**src/rtl/id_ex_stage_reg.sv**
```systemverilog
`default_nettype none
// ============================================================================
// Module      : id_ex_stage_reg
// Description : ID/EX pipeline register with a load-use hazard detector,
//               external stall, branch flush and a saturating counter of
//               inserted bubbles.
// Revision    : 1.0 - initial release
// ============================================================================
module id_ex_stage_reg #(
    parameter int CNT_W  = 16,
    parameter int DATA_W = 32
) (
    input  logic              clk_i,
    input  logic              rst_i,
    input  logic              Stall_i,
    input  logic              Flush_i,
    input  logic [1:0]        ALUOp_i,
    input  logic              ALUSrc_i,
    input  logic              RegWrite_i,
    input  logic              MemtoReg_i,
    input  logic              MemRead_i,
    input  logic              MemWrite_i,
    input  logic              Branch_i,
    input  logic [DATA_W-1:0] RS1data_i,
    input  logic [DATA_W-1:0] RS2data_i,
    input  logic [DATA_W-1:0] Imm_i,
    input  logic [DATA_W-1:0] PC_i,
    input  logic [9:0]        funct_i,
    input  logic [4:0]        RS1addr_i,
    input  logic [4:0]        RS2addr_i,
    input  logic [4:0]        RDaddr_i,
    output logic [1:0]        ALUOp_o,
    output logic              ALUSrc_o,
    output logic              RegWrite_o,
    output logic              MemtoReg_o,
    output logic              MemRead_o,
    output logic              MemWrite_o,
    output logic              Branch_o,
    output logic [DATA_W-1:0] RS1data_o,
    output logic [DATA_W-1:0] RS2data_o,
    output logic [DATA_W-1:0] Imm_o,
    output logic [DATA_W-1:0] PC_o,
    output logic [9:0]        funct_o,
    output logic [4:0]        RS1addr_o,
    output logic [4:0]        RS2addr_o,
    output logic [4:0]        RDaddr_o,
    output logic              Valid_o,
    output logic              NoOp_o,
    output logic              PCWrite_o,
    output logic              IFIDWrite_o,
    output logic [CNT_W-1:0]  BubbleCnt_o
);

    localparam logic [CNT_W-1:0] C_CNT_MAX = {CNT_W{1'b1}};

    // Stage state: control bundle, operands and bookkeeping
    logic [1:0]        aluop_q,    aluop_d;
    logic              alusrc_q,   alusrc_d;
    logic              regwrite_q, regwrite_d;
    logic              memtoreg_q, memtoreg_d;
    logic              memread_q,  memread_d;
    logic              memwrite_q, memwrite_d;
    logic              branch_q,   branch_d;
    logic [DATA_W-1:0] rs1data_q,  rs1data_d;
    logic [DATA_W-1:0] rs2data_q,  rs2data_d;
    logic [DATA_W-1:0] imm_q,      imm_d;
    logic [DATA_W-1:0] pc_q,       pc_d;
    logic [9:0]        funct_q,    funct_d;
    logic [4:0]        rs1addr_q,  rs1addr_d;
    logic [4:0]        rs2addr_q,  rs2addr_d;
    logic [4:0]        rdaddr_q,   rdaddr_d;
    logic              valid_q,    valid_d;
    logic [CNT_W-1:0]  cnt_q,      cnt_d;

    logic              w_hazard;
    logic              w_bubble;

    // Load in EX whose destination (not x0) is read by the instruction in ID
    always_comb begin
        w_hazard = memread_q & valid_q & (rdaddr_q != 5'd0) &
                   ((rdaddr_q == RS1addr_i) | (rdaddr_q == RS2addr_i));
        w_bubble = Flush_i | w_hazard;
    end

    // Hazard-unit outputs; reset forces the front end to keep running
    always_comb begin
        NoOp_o      = 1'b0;
        PCWrite_o   = 1'b1;
        IFIDWrite_o = 1'b1;
        if (!rst_i) begin
            NoOp_o      = w_hazard & ~Stall_i;
            PCWrite_o   = ~(w_hazard | Stall_i);
            IFIDWrite_o = ~(w_hazard | Stall_i);
        end
    end

    // Next-state selection: stall holds, flush/hazard bubbles, else load ID
    always_comb begin
        aluop_d    = aluop_q;
        alusrc_d   = alusrc_q;
        regwrite_d = regwrite_q;
        memtoreg_d = memtoreg_q;
        memread_d  = memread_q;
        memwrite_d = memwrite_q;
        branch_d   = branch_q;
        rs1data_d  = rs1data_q;
        rs2data_d  = rs2data_q;
        imm_d      = imm_q;
        pc_d       = pc_q;
        funct_d    = funct_q;
        rs1addr_d  = rs1addr_q;
        rs2addr_d  = rs2addr_q;
        rdaddr_d   = rdaddr_q;
        valid_d    = valid_q;
        cnt_d      = cnt_q;
        if (Stall_i) begin
            // hold everything
        end else if (w_bubble) begin
            aluop_d    = 2'b00;
            alusrc_d   = 1'b0;
            regwrite_d = 1'b0;
            memtoreg_d = 1'b0;
            memread_d  = 1'b0;
            memwrite_d = 1'b0;
            branch_d   = 1'b0;
            rs1data_d  = '0;
            rs2data_d  = '0;
            imm_d      = '0;
            pc_d       = '0;
            funct_d    = '0;
            rs1addr_d  = '0;
            rs2addr_d  = '0;
            rdaddr_d   = '0;
            valid_d    = 1'b0;
            // Counter saturates so long runs never appear to have few bubbles
            cnt_d      = (cnt_q == C_CNT_MAX) ? cnt_q : cnt_q + 1'b1;
        end else begin
            aluop_d    = ALUOp_i;
            alusrc_d   = ALUSrc_i;
            regwrite_d = RegWrite_i;
            memtoreg_d = MemtoReg_i;
            memread_d  = MemRead_i;
            memwrite_d = MemWrite_i;
            branch_d   = Branch_i;
            rs1data_d  = RS1data_i;
            rs2data_d  = RS2data_i;
            imm_d      = Imm_i;
            pc_d       = PC_i;
            funct_d    = funct_i;
            rs1addr_d  = RS1addr_i;
            rs2addr_d  = RS2addr_i;
            rdaddr_d   = RDaddr_i;
            // An all-zero control word is the decoder's own bubble
            valid_d    = RegWrite_i | MemWrite_i | Branch_i | MemRead_i | (|ALUOp_i);
        end
    end

    // State register with synchronous reset taking priority over all else
    always_ff @(posedge clk_i) begin
        if (rst_i) begin
            aluop_q    <= 2'b00;
            alusrc_q   <= 1'b0;
            regwrite_q <= 1'b0;
            memtoreg_q <= 1'b0;
            memread_q  <= 1'b0;
            memwrite_q <= 1'b0;
            branch_q   <= 1'b0;
            rs1data_q  <= '0;
            rs2data_q  <= '0;
            imm_q      <= '0;
            pc_q       <= '0;
            funct_q    <= '0;
            rs1addr_q  <= '0;
            rs2addr_q  <= '0;
            rdaddr_q   <= '0;
            valid_q    <= 1'b0;
            cnt_q      <= '0;
        end else begin
            aluop_q    <= aluop_d;
            alusrc_q   <= alusrc_d;
            regwrite_q <= regwrite_d;
            memtoreg_q <= memtoreg_d;
            memread_q  <= memread_d;
            memwrite_q <= memwrite_d;
            branch_q   <= branch_d;
            rs1data_q  <= rs1data_d;
            rs2data_q  <= rs2data_d;
            imm_q      <= imm_d;
            pc_q       <= pc_d;
            funct_q    <= funct_d;
            rs1addr_q  <= rs1addr_d;
            rs2addr_q  <= rs2addr_d;
            rdaddr_q   <= rdaddr_d;
            valid_q    <= valid_d;
            cnt_q      <= cnt_d;
        end
    end

    assign ALUOp_o     = aluop_q;
    assign ALUSrc_o    = alusrc_q;
    assign RegWrite_o  = regwrite_q;
    assign MemtoReg_o  = memtoreg_q;
    assign MemRead_o   = memread_q;
    assign MemWrite_o  = memwrite_q;
    assign Branch_o    = branch_q;
    assign RS1data_o   = rs1data_q;
    assign RS2data_o   = rs2data_q;
    assign Imm_o       = imm_q;
    assign PC_o        = pc_q;
    assign funct_o     = funct_q;
    assign RS1addr_o   = rs1addr_q;
    assign RS2addr_o   = rs2addr_q;
    assign RDaddr_o    = rdaddr_q;
    assign Valid_o     = valid_q;
    assign BubbleCnt_o = cnt_q;

endmodule
`default_nettype wire

```
**config.mk**
```make
export PLATFORM = sky130hd
export DESIGN_NAME = id_ex_stage_reg
export DESIGN_NICKNAME = d
export VERILOG_FILES = /design/src/rtl/id_ex_stage_reg.sv
export SDC_FILE = /design/constraint.sdc
export NUM_CORES = 1
export LEC_CHECK = 0
export CORE_MARGIN = 8
export CORE_UTILIZATION = 39
export DETAILED_ROUTE_END_ITERATION = 6
export PLACE_DENSITY = 0.84
export SETUP_SLACK_MARGIN = 0.1
export SYNTH_ARGS = -nofsm -noshare
export SYNTH_HDL_FRONTEND = slang
export SYNTH_SLANG_ARGS = --single-unit
```
**constraint.sdc**
```tcl
create_clock -name clk_i -period 2.3 [get_ports clk_i]
set_input_delay 0.46 -clock clk_i [delete_from_list [all_inputs] [get_ports clk_i]]
set_output_delay 0.46 -clock clk_i [all_outputs]
set_load 0.02 [all_outputs]
```
==> metrics.csv <==
metric,value,unit
hold_viol_final,0,
num_antenna_cells,0,
first_global_vias,6363,
synth-edff-count,0,
drc_errors,0,
ff2ff_path_depth,10,
fillCellCount,1146,
crit_path_end_kind,output port,
synthTopCellsByArea,"dfxtp_1, a22oi_1, nor2_1",
drive_above_1_share,0.107,
clkSinkCount,178,
place_inst,1199,
syn_inst,662,
io_pins,346,
cts_root_buffer,clkbuf_16,
syn_to_final_growth,79.2,%
final.min_clock_period,2.52,ns
fin_skew,0.00903,ns
drt_iter0_drc,494,
grt_pass1_wl,34.7,mm
drv_slew,0,
grt-ovfl-total,0,
vdd_drop_max,0.459,mV
stdcell_area,11300,um2
synth_seq_cells,178,
drv_cap,0,
die-width,143,um
core,15800,um2
synthArstFlopShare,0,
regToRegStartpoint,RDaddr_o[1],
die_area,20400,um2
synth-main-ff-cell,dfxtp_1,
status,"finished, violations left",
cp_max_fo,2,
gp_congestion,0.835,
holdPathEnd,Valid_o,
ys_warn_count,0,
power.leakage,4.18,nW
insertion_delay,0.42,ns
numCtsBuffers,17,
r2r_setup_slack,-0.04,ns
hpwlAfterDp,16.7,mm
cts_tree,done,
critPathLaunch,RDaddr_o[1],
totalWireLength,26.1,mm
clk_pin_slew,0.07,ns
path_class,flop to output port,
antenna_found_initial,0,
ys_seq_area_frac,0.567,
worstReg2RegEnd,PC_o[31],
setup_viol,40,
holdCritPathClass,input port to flop,
route.detailed.vias_per_inst,5.28,
setup_ws,-0.223,ns
cp.required,1.84,ns
whs_path_depth,3,
initial_core_util,0.397,
syn_nets,828,
die_h,143,um
htree_levels,4,
layout.cells.non_filler,1256,
synth.most_common_cell,dfxtp_1,
timing.fmax,396,MHz
min_from,Stall_i,
yosys.area.top_type_share,0.567,
critPathLaunchType,flop,
finalCritPeriodShare,1.10,
violations,negative setup slack,
fin_nets,1195,
postRouteAntennaNets,0,
track_usage,0.216,
slew_headroom,0.527,
hold-worst-slack,0.423,ns
wire_per_inst,20.8,um
power_density,632,nW/um2
arrival,2.06,ns
grt_setup_unrepaired,yes,
vias,6629,
rows,46,
syn_area_per_cell,9.50,um2
post_dp_cell_area,10100,um2
synth_cell_types,34,
grt_max_degree,161,
syn-cell-area,6290,um2
worstMarginPinSlew,0.710,ns
synth_common_cells,"dfxtp_1, nor2_1, a22oi_1",
yosys.area.top_type,dfxtp_1,
port_buffers,345,
dr.pass1.iters,5,
cts_buffer_depth,2,
-- worst max path at each step --
stage	to	slack [ns]	cells past startpoint
after floorplan	PCWrite_o	0.07	5
after global placement	NoOp_o	-0.66	7
after detailed placement	NoOp_o	-0.66	7
after CTS	PCWrite_o	-0.24	6
after global routing	PCWrite_o	-0.27	6
final	PCWrite_o	-0.22	6
-- final cells by class --
type	instances	area (um2)	area share
clock inverter	11	82.6	0.00733
clock buffer	19	443	0.0393
multi-input combinational	422	2530	0.225
sequential	178	3560	0.316
tap	216	270	0.0240
inverter	5	18.8	0.00167
timing repair buffer	405	4350	0.386
-- cells by family after synthesis --
family,count (synthesis),share of synthesized area
mux,2,0.00338
xor+xnor,16,0.0223
simple gates,216,0.142
fa+ha+maj,1,0.00199
compound gates,187,0.221
flops,178,0.567
buf+inv,62,0.0432
-- layer usage --
metal	global-route usage	vias to the layer above	routed length (um)
met3	0.0845	37	2520
met4	0.0783	0	558
met5	0	-	0
li1	-	3109	-
met1	0.234	3179	9860
met2	0.376	304	13100
-- repair_timing --
action,in CTS,in global routing
gates resized for setup,29,24
buffers inserted,1,5
endpoints found under the setup margin,165,169
pin swaps,1,17
gates cloned,2,20
hold buffers,0,0
-- worst max-delay path, cell delays in order (launching register included) --
cell	delay [ns]
dfxtp_2	0.33
or4_4	0.53
o211a_1	0.24
and2_4	0.16
buf_6	0.11
o21bai_4	0.13
buf_6	0.15
-- metrics by stage --
step | total power [mW] | worst slack [ns] | utilization | setup TNS [ns]
global placement | 4.36 | -0.660 | 0.635 | -47.20
detailed placement | 4.38 | -0.661 | 0.635 | -51.90
CTS | 7.02 | -0.243 | 0.675 | -0.636
floorplan | 3.76 | 0.0693 | - | 0
finish | 7.12 | -0.223 | 0.712 | -1.26
global route | 7.38 | -0.272 | 0.712 | -7.41
-- sequential cells by signal, indices dropped and copies added, names as in the netlist --
register	count
ALUOp_o	2
ALUSrc_o	1
Branch_o	1
BubbleCnt_o	16
Imm_o	32
MemRead_o	1
MemWrite_o	1
MemtoReg_o	1
PC_o	32
RDaddr_o	5
RS1addr_o	5
RS1data_o	32
RS2addr_o	5
RS2data_o	32
RegWrite_o	1
Valid_o	1
funct_o	10
-- placed cells by master (no fill, tap or decap), types with 2 or more instances in the layout --
cell,instances
xor2_1,6
buf_6,6
buf_4,31
clkdlybuf4s50_1,340
buf_8,3
nor2_1,173
a22oi_1,158
o21ai_0,4
a22oi_2,4
clkinv_2,2
or4_4,2
dfxtp_1,177
xnor2_1,9
o31ai_1,4
or4_1,4
or3_1,5
clkbuf_16,32
inv_6,3
buf_16,4
a21oi_1,9
nand2_1,8
nand3_1,12
buf_12,6
nor3_1,2
nand4_1,4
inv_1,5
clkinvlp_4,5
-- report_power, final --
part | total [mW] | internal [mW] | leakage (nW) | switching (mW)
clock network | 2.64 | 1.41 | 0.244 | 1.23
logic | 1.23 | 0.678 | 2.48 | 0.552
registers | 3.25 | 3.19 | 1.45 | 0.0613
total | 7.12 | 5.28 | 4.18 | 1.85
Note: power is estimated with default switching activity, not from simulation.
